`config.mk`:
```
export PLATFORM = sky130hd
export DESIGN_NAME = fetch_unit_flat
export DESIGN_NICKNAME = d
export VERILOG_FILES = /design/src/rtl/fetch_unit_pkg.sv /design/src/rtl/fetch_unit_if.sv /design/src/rtl/fetch_queue.sv /design/src/rtl/fetch_unit.sv /design/src/flat_wrapper.sv
export SDC_FILE = /design/constraint.sdc
export NUM_CORES = 1
export LEC_CHECK = 0
export ABC_AREA = 1
export ABC_CLOCK_PERIOD_IN_PS = 3680
export BUFFER_PORTS_ARGS = -buffer_cell sky130_fd_sc_hd__buf_2
export CELL_PAD_IN_SITES_DETAIL_PLACEMENT = 1
export CELL_PAD_IN_SITES_GLOBAL_PLACEMENT = 1
export CORE_MARGIN = 4
export CORE_UTILIZATION = 39
export CTS_CLUSTER_SIZE = 25
export DETAILED_ROUTE_END_ITERATION = 10
export PLACE_DENSITY_LB_ADDON = 0.1
export SYNTH_ARGS = -nofsm -noshare
export SYNTH_HDL_FRONTEND = slang
export SYNTH_HIERARCHICAL = 1
export SYNTH_SLANG_ARGS = --single-unit
```
`constraint.sdc`:
```
create_clock -name clock -period 3.68 [get_ports clock]
set_clock_uncertainty 0.05 [all_clocks]
set_input_delay 0.368 -clock clock [delete_from_list [all_inputs] [get_ports clock]]
set_output_delay 0.368 -clock clock [all_outputs]
set_load 0.01 [all_outputs]
```
`src/rtl/fetch_unit_pkg.sv`:
```
// Shared types, bus widths and helpers for the instruction fetch stage.
// Bus widths and the fetch step also serve as the common macro set for neighbouring stages.
package fetch_unit_pkg;

    localparam int   INST_ADDR_BUS = 32;
    localparam int   INST_DATA_BUS = 32;
    localparam logic ENABLE        = 1'b1;
    localparam logic DISABLE       = 1'b0;

    typedef logic [INST_ADDR_BUS-1:0] inst_addr_t;
    typedef logic [INST_DATA_BUS-1:0] inst_data_t;

    localparam inst_addr_t INST_FETCH_STEP = 32'd4;

    // One queue entry: the fetched word tagged with the address it came from.
    typedef struct packed {
        inst_addr_t pc;
        inst_data_t instr;
    } fetch_pair_t;

    function automatic inst_addr_t word_align(inst_addr_t addr);
        return addr & ~inst_addr_t'(3);
    endfunction

endpackage

```
`src/rtl/fetch_unit_if.sv`:
```
// Memory request/response, redirect and decode handshake signals of the fetch stage.
// The master modport is the fetch unit; the slave modport is its environment.
interface fetch_unit_if;
    import fetch_unit_pkg::*;

    logic       mem_request_enable;
    logic       mem_request_ready;
    inst_addr_t mem_request_addr;
    logic       mem_response_valid;
    inst_data_t mem_response_data;
    logic       redirect_enable;
    inst_addr_t redirect_addr;
    logic       id_valid;
    logic       id_ready;
    inst_addr_t program_counter;
    inst_data_t instruction;

    modport master (
        output mem_request_enable, mem_request_addr, id_valid, program_counter, instruction,
        input  mem_request_ready, mem_response_valid, mem_response_data,
               redirect_enable, redirect_addr, id_ready
    );

    modport slave (
        input  mem_request_enable, mem_request_addr, id_valid, program_counter, instruction,
        output mem_request_ready, mem_response_valid, mem_response_data,
               redirect_enable, redirect_addr, id_ready
    );

endinterface

```
`src/rtl/fetch_queue.sv`:
```
// Small synchronous FIFO of {pc, instruction} pairs; clear wins over push and pop.
// Overflow is prevented upstream by the fetch credit rule, so no full flag is needed.
module fetch_queue
    import fetch_unit_pkg::*;
#(
    parameter int         DEPTH    = 2,
    parameter inst_addr_t RESET_PC = '0,
    localparam int        PTR_W    = $clog2(DEPTH),
    localparam int        CNT_W    = $clog2(DEPTH) + 1
) (
    input  logic             clk,
    input  logic             rst,
    input  logic             push_i,
    input  logic             pop_i,
    input  logic             clear_i,
    input  fetch_pair_t      data_i,
    output fetch_pair_t      head_o,
    output logic [CNT_W-1:0] count_o
);

    fetch_pair_t      mem_q [DEPTH];
    logic [PTR_W-1:0] wr_ptr_q, wr_ptr_d;
    logic [PTR_W-1:0] rd_ptr_q, rd_ptr_d;
    logic [CNT_W-1:0] count_q, count_d;

    always_comb begin
        // NOTE: every next-state signal gets its hold value first, so no path leaves it unassigned and no latch is inferred.
        wr_ptr_d = wr_ptr_q;
        rd_ptr_d = rd_ptr_q;
        count_d  = count_q;
        if (clear_i) begin
            wr_ptr_d = '0;
            rd_ptr_d = '0;
            count_d  = '0;
        end else begin
            if (push_i) wr_ptr_d = wr_ptr_q + PTR_W'(1);
            if (pop_i)  rd_ptr_d = rd_ptr_q + PTR_W'(1);
            count_d = count_q + CNT_W'(push_i) - CNT_W'(pop_i);
        end
    end

    always_ff @(posedge clk or posedge rst) begin
        if (rst) begin
            // NOTE: storage is reset (it is only a few flops) so the head shows RESET_PC and a zero word out of reset.
            for (int i = 0; i < DEPTH; i++) mem_q[i] <= {RESET_PC, INST_DATA_BUS'(0)};
            wr_ptr_q <= '0;
            rd_ptr_q <= '0;
            count_q  <= '0;
        end else begin
            // NOTE: non-blocking assignments here so every register samples pre-edge values regardless of statement order.
            if (push_i && !clear_i) mem_q[wr_ptr_q] <= data_i;
            wr_ptr_q <= wr_ptr_d;
            rd_ptr_q <= rd_ptr_d;
            count_q  <= count_d;
        end
    end

    assign head_o  = mem_q[rd_ptr_q];
    assign count_o = count_q;

endmodule

```
`src/rtl/fetch_unit.sv`:
```
// Instruction fetch stage: program counter, request credits and redirect flushing.
// Words are buffered with their addresses in fetch_queue and handed to decode in order.
module fetch_unit
    import fetch_unit_pkg::*;
#(
    parameter int         DEPTH    = 2,
    parameter inst_addr_t RESET_PC = 32'h0000_0000
) (
    input  logic          clock,
    input  logic          reset,
    fetch_unit_if.master  bus
);

    localparam int               CNT_W   = $clog2(DEPTH) + 1;
    localparam logic [CNT_W:0]   CREDITS = (CNT_W + 1)'(DEPTH);

    inst_addr_t       fetch_pc_q, fetch_pc_d;
    inst_addr_t       resp_pc_q, resp_pc_d;
    logic [CNT_W-1:0] outstanding_q, outstanding_d;
    logic [CNT_W-1:0] discard_q, discard_d;
    logic [CNT_W-1:0] count;
    logic [CNT_W:0]   credit_used;
    logic             req_fire, resp_live, push, pop;
    fetch_pair_t      push_pair, head;

    // Buffered plus in-flight words may never exceed the queue depth.
    assign credit_used = {1'b0, count} + {1'b0, outstanding_q};
    assign bus.mem_request_enable = (!reset && !bus.redirect_enable && (credit_used < CREDITS))
                                    ? ENABLE : DISABLE;
    assign bus.mem_request_addr   = fetch_pc_q;

    assign req_fire  = bus.mem_request_enable && bus.mem_request_ready;
    assign resp_live = bus.mem_response_valid && (discard_q == '0);
    assign push      = resp_live && !bus.redirect_enable;
    assign pop       = bus.id_valid && bus.id_ready;
    assign push_pair = {resp_pc_q, bus.mem_response_data};

    always_comb begin
        fetch_pc_d    = fetch_pc_q;
        resp_pc_d     = resp_pc_q;
        outstanding_d = outstanding_q;
        discard_d     = discard_q;
        if (bus.redirect_enable) begin
            // A response landing this cycle retires one in-flight fetch, stale or live.
            fetch_pc_d    = word_align(bus.redirect_addr);
            resp_pc_d     = word_align(bus.redirect_addr);
            discard_d     = discard_q + outstanding_q - CNT_W'(bus.mem_response_valid);
            outstanding_d = '0;
        end else begin
            if (req_fire) fetch_pc_d = fetch_pc_q + INST_FETCH_STEP;
            if (bus.mem_response_valid && (discard_q != '0)) discard_d = discard_q - CNT_W'(1);
            if (resp_live) resp_pc_d = resp_pc_q + INST_FETCH_STEP;
            outstanding_d = outstanding_q + CNT_W'(req_fire) - CNT_W'(resp_live);
        end
    end

    always_ff @(posedge clock or posedge reset) begin
        if (reset) begin
            fetch_pc_q    <= RESET_PC;
            resp_pc_q     <= RESET_PC;
            outstanding_q <= '0;
            discard_q     <= '0;
        end else begin
            fetch_pc_q    <= fetch_pc_d;
            resp_pc_q     <= resp_pc_d;
            outstanding_q <= outstanding_d;
            discard_q     <= discard_d;
        end
    end

    fetch_queue #(
        .DEPTH    (DEPTH),
        .RESET_PC (RESET_PC)
    ) u_queue (
        .clk     (clock),
        .rst     (reset),
        .push_i  (push),
        .pop_i   (pop),
        .clear_i (bus.redirect_enable),
        .data_i  (push_pair),
        .head_o  (head),
        .count_o (count)
    );

    assign bus.id_valid        = (count != '0);
    assign bus.program_counter = head.pc;
    assign bus.instruction     = head.instr;

endmodule

```
`src/flat_wrapper.sv`:
```
// flat-port wrapper written by rule: the top's interface ports become plain ports
module fetch_unit_flat import fetch_unit_pkg::*;
#(
    parameter int         DEPTH    = 2,
    parameter inst_addr_t RESET_PC = 32'h0000_0000
)
  (clock, reset, bus_mem_request_enable, bus_mem_request_addr, bus_id_valid, bus_program_counter, bus_instruction, bus_mem_request_ready, bus_mem_response_valid, bus_mem_response_data, bus_redirect_enable, bus_redirect_addr, bus_id_ready);
  fetch_unit_if bus_i ();
  input  logic clock;
  input  logic reset;
  output wire logic [$bits(bus_i.mem_request_enable)-1:0] bus_mem_request_enable;
  output wire logic [$bits(bus_i.mem_request_addr)-1:0] bus_mem_request_addr;
  output wire logic [$bits(bus_i.id_valid)-1:0] bus_id_valid;
  output wire logic [$bits(bus_i.program_counter)-1:0] bus_program_counter;
  output wire logic [$bits(bus_i.instruction)-1:0] bus_instruction;
  input wire logic [$bits(bus_i.mem_request_ready)-1:0] bus_mem_request_ready;
  input wire logic [$bits(bus_i.mem_response_valid)-1:0] bus_mem_response_valid;
  input wire logic [$bits(bus_i.mem_response_data)-1:0] bus_mem_response_data;
  input wire logic [$bits(bus_i.redirect_enable)-1:0] bus_redirect_enable;
  input wire logic [$bits(bus_i.redirect_addr)-1:0] bus_redirect_addr;
  input wire logic [$bits(bus_i.id_ready)-1:0] bus_id_ready;
  assign bus_mem_request_enable = bus_i.mem_request_enable;
  assign bus_mem_request_addr = bus_i.mem_request_addr;
  assign bus_id_valid = bus_i.id_valid;
  assign bus_program_counter = bus_i.program_counter;
  assign bus_instruction = bus_i.instruction;
  assign bus_i.mem_request_ready = bus_mem_request_ready;
  assign bus_i.mem_response_valid = bus_mem_response_valid;
  assign bus_i.mem_response_data = bus_mem_response_data;
  assign bus_i.redirect_enable = bus_redirect_enable;
  assign bus_i.redirect_addr = bus_redirect_addr;
  assign bus_i.id_ready = bus_id_ready;
  fetch_unit #(.DEPTH(DEPTH), .RESET_PC(RESET_PC)) u_core (.clock(clock), .reset(reset), .bus(bus_i));
endmodule
```
==> flow_metrics.py <==
metrics = {
    "cts": {
        "cts_buffers": 17,
        "cts_tree": "done",
        "postCtsSetupRepairBufs": 0,
        "clk_pin_slew_ns": 0.09,
        "numClockSinks": 196,
        "clock_path_buffers": 2,
        "root_buffer": "clkbuf_16",
        "htreeDepth": 4,
        "insertion_delay_ns": 0.44,
    },
    "worst_setup_path": {
        "crit_family": "simple AND/OR/NAND/NOR gates",
        "critPathKind": "flop to flop",
        "crit_path_end_kind": "flop",
        "crit_chain": "nand2_1 > inv_1 > fa_1 > nor2_1 > nand3_1 > inv_1 > nand2_1 > nand2_2 > inv_2 > nand2_1 > nand2_1 > o21bai_1",
        "slowest_delay_ns": 0.44,
        "worst-path-buf-inv": 3,
        "startpoint_type": "flop",
        "worstPathMaxFanout": 17,
        "crit_top_cell": "nand2_1",
        "required_ns": 3.93,
        "slowest_stage": "nand2_2",
        "cp.arrival_ns": 2.94,
    },
    "sta": {
        "fmax_ghz": 0.372,
        "rsz0062_at_grt": "no",
        "slew_violations": 0,
        "tightest_slew_ns": 0.888,
        "fin_setup_tns_ns": 0,
        "hold_viol_final": 0,
        "post-route-period-util_pct": 73.1,
        "setup_viol": 0,
        "slew_headroom_pct": 40.8,
        "min_period_ns": 2.69,
    },
    "grt": {
        "overflow": 0,
        "grt_max_degree": 65,
        "grt_pass1_vias": 9213,
        "antenna_found_initial": 0,
        "grt_first_pass_wirelength_mm": 48.6,
        "grt_use_total_pct": 19.6,
    },
    "power": {
        "power.static_leakage_nw": 6.30,
        "irDropWorstVdd_mv": 0.275,
        "power_density_mw_per_mm2": 631,
    },
    "detailed_routing": {
        "drt_iter0_drc": 379,
        "vias": 8677,
        "post-route-drc-count": 0,
        "routed_via_density": 4.92,
        "wl_mm": 28.9,
        "ant_nets": 0,
        "firstDrtPassIters": 4,
        "post_drt_wl_per_cell_um": 16.4,
    },
    "logic_synthesis": {
        "synth_adder_area_share_pct": 1.25,
        "synth_xor_area_share_pct": 2.39,
        "netlist_area_mm2": 0.0106,
        "avgSynthCellArea_um2": 8.46,
        "synth_top_area_cell": "dfrtp_1",
        "ys_seq_area_share_pct": 46.1,
        "yosysUniqueCellTypes": 41,
        "synth-async-reset-ratio_pct": 100,
        "yosys_warnings": 6,
        "synth_top_family_by_area": "simple AND/OR/NAND/NOR gates",
        "yosys.area_share.simple_pct": 21.7,
        "synthMuxAreaShare_pct": 6.77,
        "synth_area_leaders": "dfrtp_1 46%, nand2_1 13%, mux2_2 6.8%, inv_1 5.8%, o21ai_2 5.3%",
        "synth_top_area_share_pct": 46.1,
        "ys.flop_type": "dfrtp_1",
        "synthCells": 1258,
        "synth_compound_area_share_pct": 12.0,
        "synth_edf_count": 0,
        "ys_ff_latch": 196,
    },
    "layout": {
        "final_cells": 1763,
        "layout-drive-gt1-share_pct": 26.2,
        "multi_input_area_mm2": 0.00472,
        "fillers": 3301,
        "nets": 1489,
        "diodes": 0,
        "area_growth_pct": 15.6,
        "regArea_mm2": 0.00491,
    },
    "placed_design": {
        "port_buffers": 163,
        "place_inst": 1730,
        "gp_congestion": 0.843,
        "dp_hpwl_mm": 20.9,
    },
    "floorplanning": {
        "die_x_um": 173,
        "die-area_mm2": 0.0300,
        "fp-row-count": 60,
        "floorplan.initialDensity_pct": 39.6,
        "core_area_mm2": 0.0269,
        "pin_count": 168,
        "die_height_um": 173,
    },
    "outcome": {
        "status": "completed",
    },
    "worst_hold_path": {
        "hp-class": "input port to flop",
    },
    "run": {
        "cap_viol_max_count": 0,
    },
}
==> through the flow <==
| stage | setup slack (ns) | total power, mW | instance area (um^2) | util, % | hold slack, ns |
|---|---|---|---|---|---|
| 2_1_floorplan | 0.530 | 5.00 | 10700 | - | 0.383 |
| 3_3_place_gp | 0.945 | 5.88 | 11700 | 43.6 | 0.377 |
| 3_5_place_dp | 0.901 | 5.97 | 11700 | 43.6 | 0.384 |
| 4_1_cts | 0.882 | 7.89 | 12300 | 45.8 | 0.117 |
| 5_1_grt | 0.707 | 8.36 | 12300 | 45.8 | 0.119 |
| 6_report | 0.990 | 7.77 | 12300 | 45.8 | 0.133 |
==> cells by family after synthesis <==
logic type	count (synthesis)
mux	64
flops	196
buf+inv	220
other cells	1
fa+ha+maj	10
compound gates	196
simple gates	542
xor+xnor	29
==> report_power, final <==
group / switching [mW] / leakage, nW / total, mW / internal [mW]
clock: 0.959 / 0.284 / 1.88 / 0.917
combinational: 1.47 / 3.49 / 2.65 / 1.18
sequential: 0.478 / 2.53 / 3.24 / 2.76
total: 2.90 / 6.30 / 7.77 / 4.86
==> flip-flops by register name, summed over array words and instances, names as in the netlist <==
| register | flops |
|---|---|
| u_core/bus.mem_request_addr | 30 |
| u_core/discard_q | 2 |
| u_core/resp_pc_q | 30 |
| u_core/u_queue/rd_ptr_q | 1 |
| u_core/outstanding_q | 2 |
| u_core/u_queue/wr_ptr_q | 1 |
| u_core/u_queue/count_o | 2 |
| u_core/u_queue/mem_q | 128 |
==> placed cells by master (no fill, tap or decap), drive strengths merged, types with 7 or more instances in the layout <==
| master | netlist | layout |
|---|---|---|
| nand2 | 379 | 379 |
| dfrtp | 196 | 196 |
| buf | 45 | 178 |
| inv | 170 | 174 |
| o21ai | 164 | 164 |
| nor2 | 72 | 72 |
| nand3 | 65 | 65 |
| mux2 | 64 | 64 |
| xor2 | 21 | 21 |
| clkbuf | 5 | 18 |
| a21oi | 11 | 11 |
| nand4 | 11 | 11 |
| nor3 | 11 | 11 |
| ha | 9 | 9 |
| xnor2 | 8 | 8 |
| clkinv | 0 | 8 |
| o21bai | 7 | 7 |
==> cells in the mapped netlist, drive strengths merged (2+ instances only) <==
master / instances
a21oi: 11
buf: 45
clkbuf: 5
dfrtp: 196
ha: 9
inv: 170
mux2: 64
nand2: 379
nand3: 65
nand3b: 2
nand4: 11
nor2: 72
nor3: 11
o211ai: 6
o21ai: 164
o21bai: 7
o221ai: 3
o311ai: 2
xnor2: 8
xor2: 21
==> per-layer routing <==
metal  up-vias  track usage (%)  share of wire, %
met4         0             3.46              0.56
met2       153             32.2                47
met5         -                0                 0
li1       4301                -                 -
met1      4214             27.7                48
met3         9             3.29               3.9
==> tightest hold or removal path, stage by stage <==
cell	delay, ns
buf_2	0.08
nand2_1	0.06
nand3_1	0.08
==> cell type report <==
type | count | share of cell area, %
Tap cell | 341 | 3.47
Inverter | 170 | 5.21
Clock inverter | 14 | 1.31
Multi-Input combinational cell | 845 | 38.3
Clock buffer | 18 | 3.49
Sequential cell | 196 | 39.9
Timing Repair Buffer | 179 | 8.33
==> worst paths after layout <==
path                                     startpoint                               to  slack, ns  depth (start not counted)
max reg2reg                 u_core/outstanding_q[0]  u_core/bus.mem_request_addr[11]       0.99                         12
max                         u_core/outstanding_q[0]  u_core/bus.mem_request_addr[11]       0.99                         12
min reg2reg                u_core/u_queue/mem_q[36]         u_core/u_queue/mem_q[36]       0.43                          2
min in group asynchronous                     reset        u_core/u_queue/count_o[0]       0.47                          3
min                           bus_redirect_addr[20]             u_core/resp_pc_q[20]       0.13                          3
max in group asynchronous                     reset             u_core/resp_pc_q[29]       2.23                          4
==> timing repair <==
item / 4_1_cts / 5_1_grt
hold buffers: 1 / 0
endpoints found under the hold margin: 15 / 0
resized for setup: 0 / 0
Note: power is estimated with default switching activity, not from simulation.
